`config.mk`:
```
export PLATFORM = sky130hd
export DESIGN_NAME = mult_div_seq
export DESIGN_NICKNAME = d
export VERILOG_FILES = /design/src/rtl/mult_div_seq.sv
export SDC_FILE = /design/constraint.sdc
export NUM_CORES = 1
export LEC_CHECK = 0
export CAP_MARGIN = 20
export CORE_AREA = 4 4 177 179
export DETAILED_ROUTE_END_ITERATION = 10
export DIE_AREA = 0 0 181 183
export PLACE_DENSITY = 0.81
export RECOVER_POWER = 25
export SLEW_MARGIN = 25
export SYNTH_ARGS = -nofsm -noshare
export SYNTH_HDL_FRONTEND = slang
export SYNTH_SLANG_ARGS = --single-unit
```
`constraint.sdc`:
```
create_clock -name clk -period 13 [get_ports clk]
set_clock_uncertainty 0.05 [all_clocks]
set_input_delay 2.6 -clock clk [delete_from_list [all_inputs] [get_ports clk]]
set_output_delay 2.6 -clock clk [all_outputs]
set_load 0.005 [all_outputs]
```
`src/rtl/mult_div_seq.sv`:
```
// Multicycle multiply/divide sequencer: radix-2 shift-add multiply and restoring divide.
// The operation runs on operand magnitudes, and the signs are applied in a final fix-up step.
module mult_div_seq #(
  parameter int WIDTH  = 32,
  parameter bit SIGNED = 1'b1,
  parameter int CNT_W  = $clog2(WIDTH)
) (
  input  logic             clk,
  input  logic             reset_in,
  input  logic             start,
  input  logic             mode,
  input  logic [WIDTH-1:0] op_a,
  input  logic [WIDTH-1:0] op_b,
  output logic             busy,
  output logic             done,
  output logic             div0,
  output logic [WIDTH-1:0] hi,
  output logic [WIDTH-1:0] lo
);

  typedef enum logic [2:0] {IDLE, LOAD, RUN, FIX, DONE} state_t;

  state_t             state_reg;
  logic               mode_reg;
  logic               sign_q_reg;
  logic               sign_r_reg;
  logic [WIDTH-1:0]   op_a_reg;
  logic [WIDTH-1:0]   op_b_reg;
  logic [WIDTH-1:0]   mag_a_reg;
  logic [WIDTH-1:0]   mag_b_reg;
  logic [2*WIDTH-1:0] acc_reg;
  logic [CNT_W-1:0]   cnt_reg;

  logic               neg_a;
  logic               neg_b;
  logic [WIDTH:0]     trial;
  logic [WIDTH:0]     trial_diff;
  logic [2*WIDTH-1:0] mul_next;
  logic [2*WIDTH-1:0] div_next;
  logic [2*WIDTH-1:0] prod_fix;
  logic [WIDTH-1:0]   quo_fix;
  logic [WIDTH-1:0]   rem_fix;

  assign neg_a = SIGNED && op_a_reg[WIDTH-1];
  assign neg_b = SIGNED && op_b_reg[WIDTH-1];

  // mag_a_reg shifts out MSB-first and serves as the multiplier and the dividend.
  // For a divide, acc holds {remainder, quotient}.
  always_comb begin
    trial      = {acc_reg[2*WIDTH-1:WIDTH], mag_a_reg[WIDTH-1]};
    trial_diff = trial - {1'b0, mag_b_reg};
    mul_next   = {acc_reg[2*WIDTH-2:0], 1'b0} +
                 {{WIDTH{1'b0}}, (mag_a_reg[WIDTH-1] ? mag_b_reg : {WIDTH{1'b0}})};
    if (trial >= {1'b0, mag_b_reg})
      div_next = {trial_diff[WIDTH-1:0], acc_reg[WIDTH-2:0], 1'b1};
    else
      div_next = {trial[WIDTH-1:0], acc_reg[WIDTH-2:0], 1'b0};
    prod_fix = sign_q_reg ? -acc_reg : acc_reg;
    quo_fix  = sign_q_reg ? -acc_reg[WIDTH-1:0] : acc_reg[WIDTH-1:0];
    rem_fix  = sign_r_reg ? -acc_reg[2*WIDTH-1:WIDTH] : acc_reg[2*WIDTH-1:WIDTH];
  end

  always_ff @(posedge clk or posedge reset_in) begin
    if (reset_in) begin
      state_reg  <= IDLE;
      mode_reg   <= 1'b0;
      sign_q_reg <= 1'b0;
      sign_r_reg <= 1'b0;
      op_a_reg   <= '0;
      op_b_reg   <= '0;
      mag_a_reg  <= '0;
      mag_b_reg  <= '0;
      acc_reg    <= '0;
      cnt_reg    <= '0;
      busy       <= 1'b0;
      done       <= 1'b0;
      div0       <= 1'b0;
      hi         <= '0;
      lo         <= '0;
    end else begin
      case (state_reg)
        IDLE: begin
          if (start) begin
            op_a_reg  <= op_a;
            op_b_reg  <= op_b;
            mode_reg  <= mode;
            busy      <= 1'b1;
            state_reg <= LOAD;
          end
        end
        LOAD: begin
          mag_a_reg  <= neg_a ? -op_a_reg : op_a_reg;
          mag_b_reg  <= neg_b ? -op_b_reg : op_b_reg;
          sign_q_reg <= neg_a ^ neg_b;
          sign_r_reg <= neg_a;
          acc_reg    <= '0;
          cnt_reg    <= '0;
          if (mode_reg && (op_b_reg == '0)) begin
            done      <= 1'b1;
            div0      <= 1'b1;
            state_reg <= DONE;
          end else begin
            state_reg <= RUN;
          end
        end
        RUN: begin
          acc_reg   <= mode_reg ? div_next : mul_next;
          mag_a_reg <= {mag_a_reg[WIDTH-2:0], 1'b0};
          cnt_reg   <= cnt_reg + CNT_W'(1);
          if (cnt_reg == CNT_W'(WIDTH-1))
            state_reg <= FIX;
        end
        FIX: begin
          if (mode_reg) begin
            hi <= rem_fix;
            lo <= quo_fix;
          end else begin
            hi <= prod_fix[2*WIDTH-1:WIDTH];
            lo <= prod_fix[WIDTH-1:0];
          end
          done      <= 1'b1;
          state_reg <= DONE;
        end
        DONE: begin
          done      <= 1'b0;
          div0      <= 1'b0;
          busy      <= 1'b0;
          state_reg <= IDLE;
        end
        default: state_reg <= IDLE;
      endcase
    end
  end

endmodule

```
Yosys cells after proc, flatten, opt, wreduce, memory -nomap -nowiden
Cells that the tools add are included.
Word-level totals
  bits in registers: 270
  input port bits: 68
  output and inout port bits: 67
  word-level logic and storage cells: 67
Cells by class
  add/subtract/negate cells: 8
  order comparisons: 1
  eq/ne operators: 8
  multiplexer cells: 22
  bitwise operators: 1
  reduce and logical (&&, ||, !) cells: 12
Operators by type and width (number)
  32-bit two-way mux: 7
  64-bit two-way mux: 3
  32-bit negator: 4
  64-bit case mux with 2 select lines: 1
  64-bit by 32-bit adder with 64-bit output: 1
  64-bit negator: 1
  32-bit case mux with 2 select lines: 1
  33-bit by 32-bit greater-or-equal comparator with 1-bit output: 1
  32-bit logical NOT: 1
  32-bit subtractor: 1
  3-bit case mux with 4 select lines: 1
  5-bit case mux with 2 select lines: 1
  2-bit AND reduction: 5
  3-bit two-way mux: 3
  3-bit by 2-bit equality test with 1-bit output, second input constant: 2
  2-bit inequality test, second input constant: 3
  2-bit nonzero test: 3
  5-bit by 1-bit adder with 5-bit output, second input constant: 1
  5-bit equality test, second input constant: 1
  1-bit case mux with 2 select lines: 2
  3-bit by 1-bit equality test with 1-bit output, second input constant: 1
  3-bit equality test, second input constant: 1
  3-bit logical NOT: 1
  1-bit case mux with 3 select lines: 1
  other kinds (4): 5

Longest topological paths before layout
Gate-level depths: netlist of the first run.
  depth after elaboration: 4
  gate-level depth with buffers: 15
  depth with buffers taken out: 13

Worst setup path before layout of the first run
Ideal clock, no wire load.
  path type: input -> register
  start: in start
  end: reg op_b_reg[2]
  setup time: 125 ps
  arrival time: 3888 ps
  required time: 12825 ps
  slack: 8937 ps
  stages on the path: 5
  buffers on the path: 3
  cell sequence: and3_1 > clkbuf_1 > clkbuf_1 > clkbuf_1 > mux2_2
On the way
  word-level cells in the longest chain between the ends: 1
Ends and longest elaborated chain
  start, declared: RTL line 10  | input logic start,
  2-bit AND reduction (no line)
  end signal, assigned: RTL line 85  | op_b_reg <= op_b;
  end, declared: RTL line 28  | logic [WIDTH-1:0] op_b_reg;
Every way passes these cells.
A chain may end at the register's enable or synchronous reset.

==> flow_summary.yaml, run 1 <==
status:
  status: "finished, violations left"
  violations: "max-capacitance violations, max-slew violations"
clock_network:
  tritoncts: "done"
  cts_hold_buf: 0
  cts_made_buffers: 29
  htree_levels: 1
  cts.sinks: 270
  cts_max_path_buffers: 3
  post_cts_buffers: 0
  clkLatencyLatePin_ns: 0.57
  clk_pin_slew_ns: 0.06
  ctsResizeCount: 0
  cts_root_buf: "clkbuf_16"
setup_path:
  end_kind: "asynchronous set/reset pin"
  worstPathCellList: "dlygate4sd3_1, clkinvlp_2"
  startpoint_type: "input pin"
  cpLargestDelayFamily: "buffers and inverters"
  cpMaxStageDelayCell: "clkinvlp_2"
  max_stage_delay_ns: 3.01
  critical_path_required_ns: 12.32
  arrival_ns: 6.21
  reg2reg_depth: 7
  reg2reg_slack_ns: 7.20
  r2r-end: "acc_reg[55]"
  crit_type: "input pin to asynchronous set/reset pin"
  path_buf_inv: 2
  critical_path.reg2reg.startpoint: "state_reg[0]"
  cp_max_fo: 114
synth:
  synthArstFlopShare_pct: 100
  yosysTopAreaCellShare_pct: 38.2
  yosysWarningCount: 0
  ys_top_cells_by_count: "dfrtp_1 (270), nand2_1 (261), o21ai_0 (261), nor2_1 (122), xor2_1 (115)"
  synth-seq-cells: 270
  synthCells: 2040
  synth_edf_count: 0
  synth_area_per_cell_um2: 8.66
  synth.distinct_cells: 86
  synthTopCellsByArea: "dfrtp_1 (38%), o21ai_0 (7.4%), xor2_1 (5.7%), nand2_1 (5.5%), ha_1 (5.0%)"
  synthesis.nets: 2181
  ys.flop_type: "dfrtp_1"
  synthMuxAreaShare_pct: 4.40
  synth-simple-area-share_pct: 16.7
  netlist_area_um2: 17700
  synth.most_common_cell: "dfrtp_1"
  synthXorXnorAreaFrac_pct: 9.27
  synthAdderAreaFrac_pct: 5.25
  synth_compound_area_share_pct: 22.0
  synth_top_family_by_area: "compound AO/OA/AOI/OAI gates"
  seq_area_frac_synth_pct: 38.2
  synth_area_leader_cell: "dfrtp_1"
worst_hold_path:
  min_from: "hi[20]"
  min_to: "hi[20]"
  hold_depth: 2
  hp-class: "flip-flop to flip-flop"
power_and_ir_drop:
  sw_frac_of_total_pct: 46.7
  pwr-share-seq_pct: 30.1
  power.leakage_nw: 8.57
  pwr-share-clk_pct: 14.8
  combPwrFrac_pct: 55.2
  ir_worst_vdd_mv: 0.170
  p_int_mw: 3.02
  p_per_area_nw_per_um2: 283
  p_sw_mw: 2.65
drt:
  firstDrtPassIters: 7
  ant_nets: 0
  wl_per_cell_um: 19.8
  via_count: 15591
  drc: 0
  drt-initial-drc-count: 1444
  avgViaCountPerCell: 6.24
  drt-total-wl_um: 49500
final_layout:
  largest_register_ffs: 64
  layout-drive-gt1-share_pct: 7.07
  fillers: 2399
  nets: 2228
  num_antenna_cells: 0
  area_delta_synth_final_pct: 13.5
  final_cells: 2498
  final_area_um2: 20000
global_routing:
  grt_pass1_vias: 14904
  antenna_found_initial: 0
  grt_pass1_wl_um: 79200
  grt_use_total_pct: 28.9
  grt_max_degree: 130
  gr-total-overflow: 0
die:
  core-area_um2: 29600
  rows: 63
  floorplan.initialDensity_pct: 59.8
  ios: 135
  dieArea_um2: 33100
  die_w_um: 181
  fp.dieH_um: 183
sta:
  relSlewSlack_pct: -264
  fin_tns_setup_ns: 0
  drv_slew: 471
  fin_hold_ws_ns: 0.427
  hold_violations: 0
  grt_setup_unrepaired: "no"
  finalCriticalPeriod_ns: 6.89
  tightest_slew_ns: 5.43
  fmax_ghz: 0.145
  finalCritPeriodShare_pct: 53.0
  setup_viol: 0
job:
  cap_violations: 6
placement:
  hpwl_um: 35800
  gp_congestion: 0.933
  placed_cell_area_um2: 19100
  dpl.cell_count: 2446
  io_buffers: 134
-- worst reg2reg max path, cell delays in order (launching register included) --
cell and delay [ns]:
dfrtp_1 0.44, nor2b_1 0.20, nor2b_1 0.14, clkbuf_1 0.24, nor2_1 1.68, clkbuf_1 2.13, a222oi_1 0.62, o21ai_0 0.21
-- layer usage --
layer | GRT usage (%) | up-vias | wire length (µm)
li1 | - | 7452 | -
met1 | 40.3 | 7454 | 21900
met2 | 47.6 | 591 | 22500
met3 | 3.87 | 94 | 3500
met4 | 9.07 | 0 | 1680
met5 | 0 | - | 0
-- cell families (layout without fill, tap and decap cells) --
logic type / after synthesis / count (layout)
compound gates: 623 / 623
flops: 270 / 270
fa+ha+maj: 73 / 73
xor+xnor: 187 / 187
buf+inv: 191 / 259
mux: 70 / 70
simple gates: 626 / 626
-- stage by stage --
stage	total power [mW]	util [%]	worst slack [ns]
after detailed placement	4.77	64.7	8.18
final	5.67	67.8	6.11
after global routing	6.09	67.8	5.20
after CTS	5.63	67.9	8.28
after floorplan	3.82	-	2.91
after global placement	4.68	64.7	8.21
-- power by group through the flow --
stage | Combinational (mW) | Clock (mW) | Sequential (mW)
6_report | 3.13 | 0.838 | 1.70
5_1_grt | 3.45 | 0.885 | 1.76
4_1_cts | 3.10 | 0.847 | 1.69
3_5_place_dp | 3.07 | 0 | 1.69
3_3_place_gp | 3.02 | 0 | 1.67
2_1_floorplan | 2.35 | 0 | 1.47
-- layout by cell type, fill, tap and decap left out, types with 11 or more instances in the layout --
cell and instances:
xor2_1 115, dfrtp_1 267, clkbuf_16 29, nand3_1 47, ha_1 71, and2_1 11
o31ai_1 37, nor3_1 37, xnor2_1 72, o21ai_0 262, nand4_1 26, nand2_1 260
nor2b_1 12, mux2_2 61, and3_1 17, clkdlybuf4s50_1 132, or3_1 17, a22oi_1 46
a21oi_1 111, nand2b_1 13, nor2_1 122, inv_1 61, a22o_1 16, a21o_1 19
a31oi_1 12, nor4_1 12
-- worst max-delay path by stage --
stage	startpoint	end	slack, ns	cells after the start
floorplan	reset_in	acc_reg[0]	2.91	1
global placement	reset_in	mag_a_reg[30]	8.21	3
detailed placement	reset_in	op_b_reg[28]	8.18	3
CTS	mag_a_reg[31]	acc_reg[42]	8.28	12
global route	reset_in	mode_reg	5.20	2
finish	reset_in	mode_reg	6.11	2
-- final cells by class --
class | count | area [µm²] | area share [%]
inverters | 63 | 238 | 1.19
well taps | 390 | 488 | 2.43
multi-input cells | 1579 | 10200 | 50.8
clock buffers | 43 | 858 | 4.28
flip-flops and latches | 270 | 6760 | 33.7
clock inverters | 9 | 109 | 0.543
repair buffers | 144 | 1410 | 7.03
Power figures use the tool's default switching activity.
==> run 2, diff against run 1 <==
--- a/config.mk
+++ b/config.mk
@@ -6,10 +6,10 @@
 export NUM_CORES = 1
 export LEC_CHECK = 0
 export CAP_MARGIN = 20
-export CORE_AREA = 4 4 177 179
+export CORE_AREA = 4 4 186 188
 export DETAILED_ROUTE_END_ITERATION = 10
-export DIE_AREA = 0 0 181 183
-export PLACE_DENSITY = 0.81
+export DIE_AREA = 0 0 190 192
+export PLACE_DENSITY = 0.77
 export RECOVER_POWER = 25
 export SLEW_MARGIN = 25
 export SYNTH_ARGS = -nofsm -noshare
==> constraint.sdc (replaced) <==
create_clock -name clk -period 6.1 [get_ports clk]
set_clock_uncertainty 0.05 [all_clocks]
set_input_delay 1.22 -clock clk [delete_from_list [all_inputs] [get_ports clk]]
set_output_delay 1.22 -clock clk [all_outputs]
set_load 0.005 [all_outputs]
==> run 2 against run 1 <==
The run still ends with max-capacitance violations, max-slew violations left. Sequential share of layout area shrank 0.32 points. Die area grew 10%. Cell count grew 2.5%.
==> flow_summary.yaml, run 2 (synthesis results as in run 1) <==
status:
  status: "finished, violations left"
  violations: "max-capacitance violations, max-slew violations"
setup_path:
  end_kind: "flip-flop"
  critical_path_required_ns: 6.56
  r2r-end: "acc_reg[42]"
  critical_path.reg2reg.startpoint: "mag_a_reg[31]"
  cp_max_fo: 33
  arrival_ns: 4.91
  max_stage_delay_ns: 0.57
  cp-startpoint: "mag_a_reg[31]"
  cpMaxStageDelayCell: "nor2b_1"
  crit_end: "acc_reg[42]"
  startpoint_type: "flip-flop"
  worstPathCellList: "inv_2, nor2_1, ha_1, nand2_1, nor4_1, or3b_1, o22a_1, a211oi_2, nor2b_1, nand3_1, o211ai_1, a32o_1"
  crit_type: "flip-flop to flip-flop"
  reg2reg_depth: 12
  reg2reg_slack_ns: 1.65
placement:
  io_buffers: 134
  hpwl_um: 36800
  gp_congestion: 1.01
drt:
  wl_per_cell_um: 19.4
  wl_met3_um: 3460
  wl_met1_um: 22200
  firstDrtPassIters: 7
  drt-initial-drc-count: 1279
  via_count: 15553
  highest_layer: "met4"
  drt-total-wl_um: 49800
  ant_nets: 0
  avgViaCountPerCell: 6.07
  met2_length_um: 21600
  drc: 0
final_layout:
  nets: 2231
  utilization_pct: 61.1
  layout-drive-gt1-share_pct: 7.48
  regArea_um2: 6760
  num_antenna_cells: 0
  final_cell_mix: "dfrtp_1 (268), o21ai_0 (261), nand2_1 (260)"
  area_delta_synth_final_pct: 14.5
  largest_register_ffs: 64
  fillers: 2803
  final_common_cell: "dfrtp_1"
  multiInputGateArea_um2: 10200
power_and_ir_drop:
  pwr-share-clk_pct: 15.4
  p_per_area_nw_per_um2: 604
  sw_frac_of_total_pct: 46.4
  ir_worst_vdd_mv: 0.336
  power.leakage_nw: 8.62
  p_sw_mw: 5.67
  p_int_mw: 6.55
  combPwrFrac_pct: 55.1
  pwr-share-seq_pct: 29.5
die:
  floorplan.initialDensity_pct: 53.4
  die_w_um: 190
  dieArea_um2: 36500
  ios: 135
  fp.dieH_um: 192
  core-area_um2: 33100
  rows: 67
clock_network:
  cts_root_buf: "clkbuf_16"
  cts_made_buffers: 30
  post_cts_buffers: 0
  cts_max_path_buffers: 3
  tritoncts: "done"
  cts.sinks: 270
  htree_levels: 1
  ctsResizeCount: 0
  clkLatencyLatePin_ns: 0.58
  clk_pin_slew_ns: 0.07
  cts_hold_buf: 0
job:
  cap_violations: 3
sta:
  finalCritPeriodShare_pct: 72.9
  hold_violations: 0
  setup_viol: 0
  relSlewSlack_pct: -128
  tightest_slew_ns: 3.41
  drv_slew: 253
  fmax_ghz: 0.225
  grt_setup_unrepaired: "no"
  fin_tns_setup_ns: 0
  finalCriticalPeriod_ns: 4.45
global_routing:
  grt_max_degree: 144
  grt_pass1_vias: 14817
  grt_use_total_pct: 26.9
  gr-total-overflow: 0
  antenna_found_initial: 0
  grt_pass1_wl_um: 80100
worst_hold_path:
  hp-class: "flip-flop to flip-flop"
## run 2: worst min-delay path by stage
stage,slack (ns),depth (start not counted),to,startpoint
finish,0.43,2,hi[5],hi[5]
global route,0.45,2,hi[5],hi[5]
CTS,0.43,2,hi[5],hi[5]
detailed placement,0.42,2,hi[5],hi[5]
global placement,0.41,2,lo[31],lo[31]
floorplan,0.40,1,cnt_reg[3],cnt_reg[3]
## run 2: routing by layer
metal / track usage (%) / up-vias
met4: 12.2 / 0
met2: 40.8 / 633
li1: - / 7442
met1: 38.5 / 7355
met3: 3.64 / 123
met5: 0 / -
## run 2: cell type report
| cell class | instances | share of cell area [%] |
|---|---|---|
| timing repair buffer | 146 | 7.09 |
| multi-input combinational | 1579 | 50.4 |
| tap | 448 | 2.77 |
| sequential | 270 | 33.4 |
| inverter | 63 | 1.17 |
| clock inverter | 13 | 0.921 |
| clock buffer | 42 | 4.23 |
## run 2: critical path: cells and delay by family, from the launching register on
family / cells / cell delay (ns)
adder cells (fa/ha/maj): 1 / 0.38
AND/OR/NAND/NOR: 6 / 1.84
AO/OA/AOI/OAI: 4 / 1.23
flip-flops: 1 / 0.40
buffers and inverters: 1 / 0.49
## run 2: power groups by stage
stage	combinational (mW)	clock [mW]	sequential (mW)
after floorplan	5.01	0	3.14
after global placement	6.50	0	3.54
after detailed placement	6.63	0	3.59
after CTS	6.68	1.91	3.57
after global routing	7.46	1.98	3.73
final	6.73	1.89	3.60
## run 2: per-stage QoR
step	std cells	power, mW	area (µm²)	hold WS, ns	worst slack [ns]
2_1_floorplan	2040	8.15	17700	0.399	1.26
3_3_place_gp	2505	10.0	19200	0.409	1.64
3_5_place_dp	2505	10.2	19200	0.419	1.43
4_1_cts	2560	12.2	20200	0.432	1.40
5_1_grt	2561	13.2	20200	0.446	1.30
6_report	2561	12.2	20200	0.427	1.65
